### src/rtl/flash_pkg.sv
// Shared definitions for the SPI flash responder: opcodes and the FSM state type.
package flash_pkg;

  localparam logic [7:0] CMD_READ = 8'h03;
  localparam logic [7:0] CMD_RDID = 8'h9F;

  typedef enum logic [2:0] {
    IDLE,
    CMD,
    ADDR,
    DATA,
    ID,
    IGNORE
  } state_t;

endpackage

### src/rtl/sync.sv
// Two-flop synchronizer for a single asynchronous input.
// Ports: clk, reset (async, active-high), d (async input), q (synchronized output).
// RST_VAL sets the level both flops take during reset.
module sync #(
  parameter logic RST_VAL = 1'b0
) (
  input  logic clk,
  input  logic reset,
  input  logic d,
  output logic q
);

  logic meta;

  always_ff @(posedge clk or posedge reset) begin
    if (reset) begin
      meta <= RST_VAL;
      q    <= RST_VAL;
    end else begin
      meta <= d;
      q    <= meta;
    end
  end

endmodule

### src/rtl/spi_flash_responder.sv
// Flash-device end of a single-bit SPI (mode 0) link. Decodes READ and RDID,
// returns data on flash_io1, and fetches read bytes over a valid/ready port.
// Ports:
//   clk, reset                 system clock, async active-high reset
//   flash_clk/csn/io0          SPI pins from the initiator (async to clk)
//   flash_io1_out/en           MISO data and output enable
//   mem_valid/addr/ready/rdata byte read port (1-deep buffer, 1 outstanding)
//   underrun                   1-cycle pulse when a byte is loaded with none buffered
module spi_flash_responder
  import flash_pkg::*;
#(
  parameter logic [23:0] JEDEC_ID  = 24'hEF4016,
  parameter int unsigned ADDR_BITS = 24,
  parameter logic [7:0]  FILL_BYTE = 8'hFF
) (
  input  logic                 clk,
  input  logic                 reset,
  input  logic                 flash_clk,
  input  logic                 flash_csn,
  input  logic                 flash_io0,
  output logic                 flash_io1_out,
  output logic                 flash_io1_en,
  output logic                 mem_valid,
  output logic [ADDR_BITS-1:0] mem_addr,
  input  logic                 mem_ready,
  input  logic [7:0]           mem_rdata,
  output logic                 underrun
);

  localparam int unsigned CNT_W = $clog2(ADDR_BITS + 1);

  logic sclk_s, csn_s, io0_s;
  logic sclk_q, sclk_q2, io0_q, csn_q;
  logic sclk_rise_c, sclk_fall_c;

  state_t               state, state_nxt;
  logic [CNT_W-1:0]     bit_cnt, bit_cnt_nxt;
  logic [ADDR_BITS-1:0] sh_in, sh_in_nxt;
  logic [7:0]           sh_out, sh_out_nxt;
  logic [2:0]           out_cnt, out_cnt_nxt;
  logic [1:0]           id_idx, id_idx_nxt;
  logic                 buf_valid, buf_valid_nxt;
  logic [7:0]           buf_data, buf_data_nxt;
  logic                 fetch_en, fetch_en_nxt;
  logic [ADDR_BITS-1:0] fetch_addr, fetch_addr_nxt;
  logic                 discard, discard_nxt;
  logic                 mem_valid_nxt;
  logic [ADDR_BITS-1:0] mem_addr_nxt;
  logic                 io1_out_nxt, io1_en_nxt, underrun_nxt;
  logic [7:0]           cmd_byte, load_byte;

  sync #(.RST_VAL(1'b0)) u_sync_sclk (.clk(clk), .reset(reset), .d(flash_clk), .q(sclk_s));
  sync #(.RST_VAL(1'b1)) u_sync_csn  (.clk(clk), .reset(reset), .d(flash_csn), .q(csn_s));
  sync #(.RST_VAL(1'b0)) u_sync_io0  (.clk(clk), .reset(reset), .d(flash_io0), .q(io0_s));

  // Edges come from the registered synced SCLK; io0 is delayed to stay aligned.
  assign sclk_rise_c = ~csn_s & sclk_q & ~sclk_q2;
  assign sclk_fall_c = ~csn_s & ~sclk_q & sclk_q2;

  // State and output registers.
  always_ff @(posedge clk or posedge reset) begin
    if (reset) begin
      sclk_q        <= 1'b0;
      sclk_q2       <= 1'b0;
      io0_q         <= 1'b0;
      csn_q         <= 1'b1;
      state         <= IDLE;
      bit_cnt       <= '0;
      sh_in         <= '0;
      sh_out        <= '0;
      out_cnt       <= '0;
      id_idx        <= '0;
      buf_valid     <= 1'b0;
      buf_data      <= '0;
      fetch_en      <= 1'b0;
      fetch_addr    <= '0;
      discard       <= 1'b0;
      mem_valid     <= 1'b0;
      mem_addr      <= '0;
      flash_io1_out <= 1'b0;
      flash_io1_en  <= 1'b0;
      underrun      <= 1'b0;
    end else begin
      sclk_q        <= sclk_s;
      sclk_q2       <= sclk_q;
      io0_q         <= io0_s;
      csn_q         <= csn_s;
      state         <= state_nxt;
      bit_cnt       <= bit_cnt_nxt;
      sh_in         <= sh_in_nxt;
      sh_out        <= sh_out_nxt;
      out_cnt       <= out_cnt_nxt;
      id_idx        <= id_idx_nxt;
      buf_valid     <= buf_valid_nxt;
      buf_data      <= buf_data_nxt;
      fetch_en      <= fetch_en_nxt;
      fetch_addr    <= fetch_addr_nxt;
      discard       <= discard_nxt;
      mem_valid     <= mem_valid_nxt;
      mem_addr      <= mem_addr_nxt;
      flash_io1_out <= io1_out_nxt;
      flash_io1_en  <= io1_en_nxt;
      underrun      <= underrun_nxt;
    end
  end

  // Next-state, shifting, buffer and fetch logic.
  always_comb begin
    state_nxt      = state;
    bit_cnt_nxt    = bit_cnt;
    sh_in_nxt      = sh_in;
    sh_out_nxt     = sh_out;
    out_cnt_nxt    = out_cnt;
    id_idx_nxt     = id_idx;
    buf_valid_nxt  = buf_valid;
    buf_data_nxt   = buf_data;
    fetch_en_nxt   = fetch_en;
    fetch_addr_nxt = fetch_addr;
    discard_nxt    = discard;
    mem_valid_nxt  = mem_valid & ~mem_ready;
    mem_addr_nxt   = mem_addr;
    io1_out_nxt    = flash_io1_out;
    io1_en_nxt     = flash_io1_en;
    underrun_nxt   = 1'b0;
    cmd_byte       = {sh_in[6:0], io0_q};
    load_byte      = FILL_BYTE;

    // Completed handshake: fill the buffer unless the request belongs to an aborted transfer.
    if (mem_valid && mem_ready) begin
      if (discard) begin
        discard_nxt = 1'b0;
      end else begin
        buf_valid_nxt = 1'b1;
        buf_data_nxt  = mem_rdata;
      end
    end

    if (csn_s) begin
      state_nxt     = IDLE;
      io1_en_nxt    = 1'b0;
      io1_out_nxt   = 1'b0;
      fetch_en_nxt  = 1'b0;
      buf_valid_nxt = 1'b0;
      if (mem_valid_nxt) begin
        discard_nxt = 1'b1;
      end
    end else begin
      case (state)
        IDLE: begin
          if (csn_q) begin
            state_nxt   = CMD;
            bit_cnt_nxt = '0;
            out_cnt_nxt = '0;
            id_idx_nxt  = '0;
          end
        end
        CMD: begin
          if (sclk_rise_c) begin
            sh_in_nxt   = {sh_in[ADDR_BITS-2:0], io0_q};
            bit_cnt_nxt = bit_cnt + CNT_W'(1);
            if (bit_cnt == CNT_W'(7)) begin
              bit_cnt_nxt = '0;
              if (cmd_byte == CMD_READ) begin
                state_nxt = ADDR;
              end else if (cmd_byte == CMD_RDID) begin
                state_nxt = ID;
              end else begin
                state_nxt = IGNORE;
              end
            end
          end
        end
        ADDR: begin
          if (sclk_rise_c) begin
            sh_in_nxt   = {sh_in[ADDR_BITS-2:0], io0_q};
            bit_cnt_nxt = bit_cnt + CNT_W'(1);
            if (bit_cnt == CNT_W'(ADDR_BITS - 1)) begin
              state_nxt      = DATA;
              fetch_en_nxt   = 1'b1;
              fetch_addr_nxt = {sh_in[ADDR_BITS-2:0], io0_q};
            end
          end
        end
        DATA, ID: begin
          if (sclk_fall_c) begin
            io1_en_nxt = 1'b1;
            if (out_cnt == 3'd0) begin
              // Byte boundary: pick the next byte from the buffer or the ID sequence.
              if (state == ID) begin
                case (id_idx)
                  2'd0:    load_byte = JEDEC_ID[23:16];
                  2'd1:    load_byte = JEDEC_ID[15:8];
                  default: load_byte = JEDEC_ID[7:0];
                endcase
                id_idx_nxt = (id_idx == 2'd2) ? 2'd0 : id_idx + 2'd1;
              end else if (buf_valid) begin
                load_byte     = buf_data;
                buf_valid_nxt = 1'b0;
              end else begin
                underrun_nxt = 1'b1;
              end
              io1_out_nxt = load_byte[7];
              sh_out_nxt  = {load_byte[6:0], 1'b0};
              out_cnt_nxt = 3'd7;
            end else begin
              io1_out_nxt = sh_out[7];
              sh_out_nxt  = {sh_out[6:0], 1'b0};
              out_cnt_nxt = out_cnt - 3'd1;
            end
          end
        end
        default: ;
      endcase
    end

    // Prefetch whenever reading, the buffer is empty and the port is idle.
    if (fetch_en_nxt && !buf_valid_nxt && !mem_valid_nxt) begin
      mem_valid_nxt  = 1'b1;
      mem_addr_nxt   = fetch_addr_nxt;
      fetch_addr_nxt = fetch_addr_nxt + ADDR_BITS'(1);
    end
  end

endmodule

### config.mk
export PLATFORM = sky130hd
export DESIGN_NAME = spi_flash_responder
export DESIGN_NICKNAME = d
export VERILOG_FILES = /design/src/rtl/flash_pkg.sv /design/src/rtl/sync.sv /design/src/rtl/spi_flash_responder.sv
export SDC_FILE = /design/constraint.sdc
export NUM_CORES = 1
export LEC_CHECK = 0
export CAP_MARGIN = 15
export CORE_UTILIZATION = 45
export DETAILED_ROUTE_END_ITERATION = 7
export PLACE_DENSITY = 0.74
export SLEW_MARGIN = 30
export SYNTH_ARGS = -nofsm -noshare
export SYNTH_HDL_FRONTEND = slang
export SYNTH_SLANG_ARGS = --single-unit
### constraint.sdc
create_clock -name clk -period 4.2 [get_ports clk]
set_clock_uncertainty 0.05 [all_clocks]
set_input_delay 0.42 -clock clk [delete_from_list [all_inputs] [get_ports clk]]
set_output_delay 0.42 -clock clk [all_outputs]
set_load 0.005 [all_outputs]
After elaboration in Yosys (flattened, before gate mapping):

Cells that the tools add are included.

* bitwise logic cells: 10
* eq/ne operators: 21
* divide/modulo/power cells: 0
* $mul: 0
* add/subtract/negate cells: 4
* reduce and logical (&&, ||, !) cells: 23
* shifts and indexed selects: 0
* multiplexer cells: 62
* magnitude comparators: 0

Operators by type and width (count)
* $mux W24: 5
* $mux W1: 30
* $mux W3: 10
* $add A24 B1 Y24 const B: 1
* $mux W8: 3
* $mux W5: 4
* $pmux W8 S2: 1
* $ne A3 B2 Y1 const B: 5
* $pmux W5 S3: 1
* $ne A2 B2 Y1 const B: 6
* $reduce_and A6 Y1: 2
* $mux W2: 5
* $pmux W3 S3: 1
* $eq A8 B2 Y1 const B: 1
* $eq A8 B8 Y1 const B: 1
* $eq A3 B2 Y1 const B: 2
* $logic_not A3 Y1: 2
* $pmux W3 S2: 1
* $reduce_and A3 Y1: 2
* $reduce_bool A2 Y1: 3
* $add A5 B1 Y5 const B: 1
* $and A1 B1 Y1: 5
* $eq A5 B3 Y1 const B: 1
* $eq A5 B5 Y1 const B: 1
* other kinds (17): 26

* register bits after elaboration: 117
* input bits: 14
* memory bits (read-only): 0
* memory bits (writable): 0
* memories kept: 0
* logic and storage cells: 146
* latch bits: 0

Logic depth before layout (Yosys ltp):

Gate-level depths: netlist of the first run.

* depth after elaboration: 12
* gate-level depth with buffers: 14
* gate-level depth less buffers: 11

By module:

Synthesis of the first run repeated with hierarchy kept, for this count alone.

* cell total of the unflattened synthesis: 560
* area total of the unflattened synthesis: 5773.0 µm²

Modules (own cells, without submodules)
* spi_flash_responder: area each 5609.1 µm², cells an instance 551, instances 1
* sync at u_sync_io0 ...: area each 53.8 µm², cells an instance 3, instances 2
* sync at u_sync_csn: area each 56.3 µm², cells an instance 3, instances 1

Worst setup path after synthesis of the first run:

No wires, ideal clock.

* path kind: flip-flop to flip-flop
* start point: reg u_sync_csn.q
* end point: reg fetch_addr[16]
* arrival time: 2952 ps
* stages on the path, launching flop included: 15
* library setup time: 139 ps
* path slack: 1059 ps
* path through: dfstp_2 > or3b_1 > buf_2 > or3_1 > buf_6 > buf_2 > buf_1 > mux2i_1 > inv_1 > ha_1 > nand2_1 > nor4_1 > nand3_1 > xor2_1 > mux2i_1

* longest elaborated chain between the ends: 10

Ends and longest elaborated chain
* start: declaration: line sync.sv:10 `output logic q`
* start signal: assignment: line sync.sv:21 `q <= meta;`
* parallel branches: the longest is 9 deep, another holds $add A24 B1 Y24
* $mux W24 (*): line spi_flash_responder.sv:217 `if (fetch_en_nxt && !buf_valid_nxt && !mem_valid_nxt) begin`
* net fetch_addr_nxt[16]: line spi_flash_responder.sv:45 `logic [ADDR_BITS-1:0] fetch_addr, fetch_addr_nxt;`
* end signal: assignment: line spi_flash_responder.sv:97 `fetch_addr <= fetch_addr_nxt;`
* end: declaration: line spi_flash_responder.sv:45

Mark *: on every way through the listed nets, which the timed path passes.
A chain may end at the register's enable or synchronous reset.

Worst setup path in the final report of the first run:

* start point: reg u_sync_csn.q
* end point: reg fetch_addr[6]

The elaborated chain is that of the path after synthesis.

==> metrics.md, run 1 <==
| Metric | Value |
|---|---|
| R2r startpoint | `u_sync_csn.q` |
| Req. time, crit path | `4420 ps` |
| WHS | `301 ps` |
| Yosys cell types | `54` |
| Slowest CP cell | `or3_2` |
| Port Buffers | `41` |
| Drt first pass iters | `6` |
| Die Wd | `114 um` |
| P_leak | `2.97 nW` |
| Peak VDD IR | `0.345 mV` |
| DR vias | `4309` |
| Met3 Use GR | `6.27%` |
| Largest buffer count on any clock path | `2` |
| Setup TNS | `0 ps` |
| Post-Route WL | `12.7 mm` |
| CP Max Fanout | `17` |
| Sequential fraction of the synthesis area | `51.7%` |
| Clock sink total | `116` |
| Via density | `5.60` |
| Met1 usage | `26.5%` |
| Vias in the first global route | `4329` |
| Post-synthesis register bit count | `116` |
| Worst hold endpoint | `u_sync_sclk.q` |
| Fin crit share | `74.5%` |
| Net count reported at finish | `606` |
| Max-Cap Viols | `0` |
| Hold Fails Final Rpt | `0` |
| Synthesized area per cell | `10.2 um2` |
| Total number of yosys warnings | `0` |
| Fin worst setup slack | `1070 ps` |
| Outcome | `completed` |
| Rel. slew slack | `38.5%` |
| Clk slew on worst S/H paths | `50 ps` |
| Ys flop type | `dfrtp_1` |
| Cts repair resizes | `0` |
| Worst-Margin Slew | `921 ps` |
| Post-Synthesis Cells | `549` |
| Worst path max stage delay | `570 ps` |
| CP endpoint kind | `register` |
| Placeable Area | `0.0121 mm2` |
| Reg-to-Reg End | `fetch_addr[6]` |
| DP Area | `0.00618 mm2` |
| Final setup violation count | `0` |
| Root buf cell | `clkbuf_16` |
| Min-delay worst type | `reg2reg` |
| Final Max Slew Viols | `0` |
| Fraction of layout cells with a size suffix above 1 | `14.1%` |
| Area growth syn-to-layout | `21.3%` |
| DRC viols | `0` |
| Asr flop ratio synth | `100%` |
| DPL Wire Length | `8.84 mm` |
| DR iter-0 viols | `181` |
| CP Cell Sequence | `or3b_1, or3_2, mux2i_1, inv_1, ha_1, nand2_1, nor3_1, nand2_1, xor2_1, mux2i_1` |
| Total setup buffers inserted after CTS | `0` |
| Worst setup path category | `reg2reg` |
| Pre-CTS setup slack | `1120 ps` |
| Critical hold path startpoint | `u_sync_sclk.meta` |
| Largest net degree at the start of global routing | `55` |
| CTS tree | `built` |
| Most common cell after layout, fill and taps aside | `dfrtp_1` |
| Delay-heaviest family, CP | `simple AND/OR/NAND/NOR gates` |
| Clock latency on the worst-skew pair | `410 ps` |
| Post-synth top area cell | `dfrtp_1` |
| Max Freq | `319 MHz` |
| Min-Delay Path Depth | `0` |
| Pwr Density | `428 mW/mm2` |
| CP Launch Type | `register` |
| Initial antenna violation count | `0` |
| Reg2Reg Setup Slack | `1070 ps` |
| Inserted Diodes | `0` |
| Largest cells by area after synthesis | `dfrtp_1, mux2_2, nand2_1, mux2i_1, o21ai_0` |
| Global route overflow | `0` |
| Gr usage total | `21.3%` |
| Worst reg2reg path depth | `10` |
| Syn Std Cell Area | `0.00562 mm2` |
| Post-synth EDFFs | `0` |
| Most frequent cells in the layout | `dfrtp_1, nand2_1, clkdlybuf4s50_1, o21ai_0, mux2_2` |
| GP Congestion | `0.920` |
| Chip Height | `114 um` |
| GRT met2 Usage | `34.7%` |
| Hold Buf Count CTS | `0` |
| Die Area | `0.0129 mm2` |
| Synth Net Count | `567` |
| Num ports | `42` |
| Most Crowded Layer GR | `met2` |
| WP buf/inv | `1` |
| Initial Utilization | `46.4%` |
| RSZ-0062 raised after global routing | `false` |
| Worst Path Arrival | `3360 ps` |
| Area fraction of the dominant cell type after synthesis | `50.3%` |
| H-tree levels | `4` |
| Final Cell Area | `0.00682 mm2` |
| Site Rows | `40` |
| DRT antenna net count | `0` |
| Tmin final | `3130 ps` |
| Total CTS buffers | `17` |
| First-pass GRT wire length | `21.1 mm` |
| WL/cell | `16.5 um` |
## cell usage after synthesis, types with 3 or more instances
master      n
buf_2       6
nor2_1     24
dfrtp_1   113
mux2_2     31
mux2i_1    25
and3_1      7
a21o_1      3
o21ai_0    40
a21oi_1    26
nand3_1    29
nand3b_1    5
nor4_1      9
a31oi_1    12
nand2_1    67
o31ai_1     3
inv_1      13
nand4_1    13
xor2_1     15
ha_1        4
xnor2_1    14
nor2b_1     6
dfstp_2     3
clkbuf_1   19
or2_2       3
nor3_1     12
nand2b_1    7
## logic make-up after synthesis
| logic type | share of synthesized area, % |
|---|---|
| xor+xnor | 4.52 |
| mux | 10.7 |
| compound gates | 11.0 |
| buf+inv | 3.07 |
| simple gates | 18.1 |
| flops | 51.7 |
| fa+ha+maj | 0.891 |
## power breakdown
| part | total (mW) | internal, mW | switching [mW] | leakage [nW] |
|---|---|---|---|---|
| Sequential | 1.21 | 1.17 | 0.0476 | 1.50 |
| Clock | 1.51 | 1.02 | 0.488 | 0.312 |
| Combinational | 0.191 | 0.0783 | 0.113 | 1.16 |
## metrics by stage
step / utilization (%) / total power, mW / std cells
2_1_floorplan: - / 1.36 / 549
3_3_place_gp: 51.0 / 1.41 / 737
3_5_place_dp: 51.0 / 1.42 / 737
4_1_cts: 56.3 / 2.94 / 769
5_1_grt: 56.3 / 3.03 / 769
6_report: 56.3 / 2.92 / 769
## worst max-delay path by stage
stage	start	end	cells after the start
2_1_floorplan	reset	bit_cnt[0]	1
3_3_place_gp	u_sync_csn.q	fetch_addr[16]	10
3_5_place_dp	u_sync_csn.q	fetch_addr[16]	10
4_1_cts	u_sync_csn.q	fetch_addr[6]	10
5_1_grt	state[1]	fetch_addr[6]	10
6_report	u_sync_csn.q	fetch_addr[6]	10
## final cells by class
class,instances,area [um2]
sequential,116,2910
tap,168,210
clock buffer,24,512
fill,1067,5300
multi-input combinational,391,2550
clock inverter,8,121
inverter,14,55.1
timing repair buffer,48,463
## registers in the layout (all words and copies together), names as in the netlist, 2 cells and up
| name | flops |
|---|---|
| state | 3 |
| sh_out | 7 |
| mem_addr | 24 |
| out_cnt | 3 |
| sh_in | 23 |
| buf_data | 8 |
| id_idx | 2 |
| fetch_addr | 24 |
| bit_cnt | 5 |
## per-layer routing
layer  routed length, um  vias to the layer above
li1                    -                     2030
met1                5620                     2157
met2                6290                       96
met3                 555                       26
met4                 246                        0
met5                   0                        -
No activity file was read; power rests on OpenSTA's default activity.
==> inputs of run 2 (changes only) <==
Clock period 4.2 ns to 2.9 ns, I/O delays scaled along.
==> run 2 against run 1 <==
Effect of this change:
- cell area is 2.2% higher
- largest cell class unchanged
- global-route usage is 1.1 points higher
- sequential power is 45% higher
- highest routed layer unchanged
- first-iteration DRC count is 23% higher
==> metrics.md, run 2 (synthesis results as in run 1) <==
| Metric | Value |
|---|---|
| First-pass GRT wire length | `22.4 mm (+6.1%)` |
| CP endpoint kind | `register` |
| Clk slew on worst S/H paths | `50 ps (about the same)` |
| Fillers | `1062 (-0.47%)` |
| Site Rows | `40 (unchanged)` |
| Max Freq | `360 MHz (+13%)` |
| Fin crit share | `95.7% (+21 points)` |
| Clock sink total | `116 (unchanged)` |
| DR vias | `4327 (+0.42%)` |
| Port Buffers | `41 (unchanged)` |
| Met3 wire length | `505 um (-9.0%)` |
| Metal-1 WL | `5.76 mm (+2.6%)` |
| Min-Delay Path Depth | `1 (+1)` |
| R2r startpoint | `sclk_q2` |
| Initial antenna violation count | `0 (unchanged)` |
| RSZ-0062 raised after global routing | `true` |
| Chip Height | `114 um (unchanged)` |
| NetSw | `947 uW (+46%)` |
| Vias in the first global route | `4548 (+5.1%)` |
| Post-Layout Cell Count | `783 (+1.8%)` |
| Worst Path Arrival | `3060 ps (-300 ps)` |
| DPL Wire Length | `8.98 mm (+1.7%)` |
| Rel. slew slack | `53.8% (+15 points)` |
| Root buf cell | `clkbuf_16` |
| Internal Power | `3.24 mW (+43%)` |
| DRC viols | `0 (unchanged)` |
| Final Max Slew Viols | `0 (unchanged)` |
| Register area | `0.00291 mm2 (unchanged)` |
| Largest buffer count on any clock path | `2 (unchanged)` |
| Largest net degree at the start of global routing | `47 (-15%)` |
| Total CTS buffers | `17 (unchanged)` |
| Tmin final | `2780 ps (-354 ps)` |
| Inst Count DP | `753 (+2.2%)` |
| Inserted Diodes | `0 (unchanged)` |
| CP Max Fanout | `4 (-13)` |
| Net count reported at finish | `622 (+2.6%)` |
| Slowest CP cell | `or3_2` |
| WL/cell | `16.4 um (-0.60%)` |
| Most frequent cells in the layout | `dfrtp_1, nand2_1, clkdlybuf4s50_1, o21ai_0, mux2_2` |
| CP Depth | `10 (unchanged)` |
| Critical hold path startpoint | `flash_csn` |
| Peak VDD IR | `0.367 mV (+6.4%)` |
| Top Layer Used | `met4` |
| Area growth syn-to-layout | `23.9%` |
| Global route overflow | `0 (unchanged)` |
| Gr usage total | `22.4% (+1.1 points)` |
| Final setup violation count | `0 (unchanged)` |
| Crit path from | `sclk_q2` |
| Max-Cap Viols | `0 (unchanged)` |
| DR iter-0 viols | `223 (+23%)` |
| Min-delay worst type | `in2reg` |
| Pre-CTS setup slack | `153 ps (-967 ps)` |
| Worst path max stage delay | `540 ps (-30 ps)` |
| Clock network power share | `51.0% (-0.8 points)` |
| Initial Utilization | `46.4% (unchanged)` |
| DRT antenna net count | `0 (unchanged)` |
| CP Launch Type | `register` |
| WHS | `259 ps (-41.5 ps)` |
| Fin worst setup slack | `123 ps (-946 ps)` |
| GP Congestion | `0.859 (-6.7%)` |
| Gate power share | `7.2% (+0.7 points)` |
| Pwr Density | `601 mW/mm2 (+40%)` |
| P_leak | `3.04 nW (+2.2%)` |
| CP Cell Sequence | `or3b_1, or3_2, mux2i_1, inv_1, ha_1, nand2_1, nor3_2, nand2_1, xor2_1, mux2i_1` |
| Post-Route WL | `12.9 mm (+1.2%)` |
| Sw Ratio | `22.6% (+0.42 points)` |
| Setup TNS | `0 ps (unchanged)` |
| Sequential Power Share | `41.8% (+0.2 points)` |
| Worst setup path category | `reg2reg` |
| Placeable Area | `0.0121 mm2 (unchanged)` |
| CTS tree | `built` |
| Final core utilization | `57.5% (+1.2 points)` |
| Drt first pass iters | `5 (-1)` |
| Hold Fails Final Rpt | `0 (unchanged)` |
| Worst reg2reg path depth | `10 (unchanged)` |
| Die Wd | `114 um (unchanged)` |
| Fraction of layout cells with a size suffix above 1 | `16.9% (+2.8 points)` |
| Delay-heaviest family, CP | `simple AND/OR/NAND/NOR gates` |
| Num ports | `42 (unchanged)` |
| WP buf/inv | `1 (unchanged)` |
| Die Area | `0.0129 mm2 (unchanged)` |
| Req. time, crit path | `3180 ps (-1240 ps)` |
| H-tree levels | `4 (unchanged)` |
| Outcome | `completed` |
| Via density | `5.53 (-1.4%)` |
| Met2 routed wirelength | `6.37 mm (+1.3%)` |
| Most common cell after layout, fill and taps aside | `dfrtp_1` |
| Largest regs | `fetch_addr x24, mem_addr x24, sh_in x23` |
| Area occupied by multi-input gates | `0.00258 mm2 (+1.1%)` |
| Worst-Margin Slew | `692 ps (-229 ps)` |
| Clock latency on the worst-skew pair | `420 ps (about the same)` |
run 2: path summary, 6_finish.rpt:
kind                                   end  slack (ps)
hold / removal             u_sync_csn.meta         260
min in group asynchronous      buf_data[3]         270
setup / recovery             fetch_addr[6]         120
hold reg to reg               u_sync_io0.q         300
max in group asynchronous            csn_q        1840
setup reg to reg             fetch_addr[6]         120
run 2: worst register-to-register path, stage by stage, from the launching register on:
cell and delay [ps]:
dfrtp_1 390, or3b_1 390, or3_2 540, mux2i_1 160
inv_1 70, ha_1 170, nand2_1 130, nor3_2 350
nand2_1 120, xor2_1 160, mux2i_1 150
run 2: routing by layer:
layer	up-vias	GRT usage (%)
met3	21	4.78
met1	2140	28.7
met2	102	36.8
met4	0	9.74
li1	2064	-
met5	-	0
run 2: cell type report:
class                           instances  area share (%)
Multi-Input combinational cell        391            37.0
Clock inverter                          9            1.83
Tap cell                              168            3.02
Clock buffer                           21            6.90
Timing Repair Buffer                   64            8.73
Sequential cell                       116            41.7
Inverter                               14           0.808
run 2: repair_timing:
action / in CTS / in global routing
buffers inserted: 0 / 0
hold buffers: 0 / 0
endpoints found under the setup margin: 0 / 5
endpoints found under the hold margin: 0 / 0
resized for setup: 0 / 2
run 2: power groups by stage:
| stage | registers [mW] | clock network (mW) | logic, mW |
|---|---|---|---|
| after detailed placement | 1.77 | 0 | 0.302 |
| after global placement | 1.77 | 0 | 0.288 |
| after floorplan | 1.76 | 0 | 0.218 |
| after CTS | 1.75 | 2.16 | 0.304 |
| after global routing | 1.76 | 2.24 | 0.347 |
| final | 1.75 | 2.13 | 0.303 |
run 2: metrics by stage:
step | instance area (um2) | power, mW
6_report | 6970 | 4.19
5_1_grt | 6970 | 4.34
4_1_cts | 6950 | 4.22
3_5_place_dp | 6350 | 2.07
3_3_place_gp | 6350 | 2.06
2_1_floorplan | 5650 | 1.97
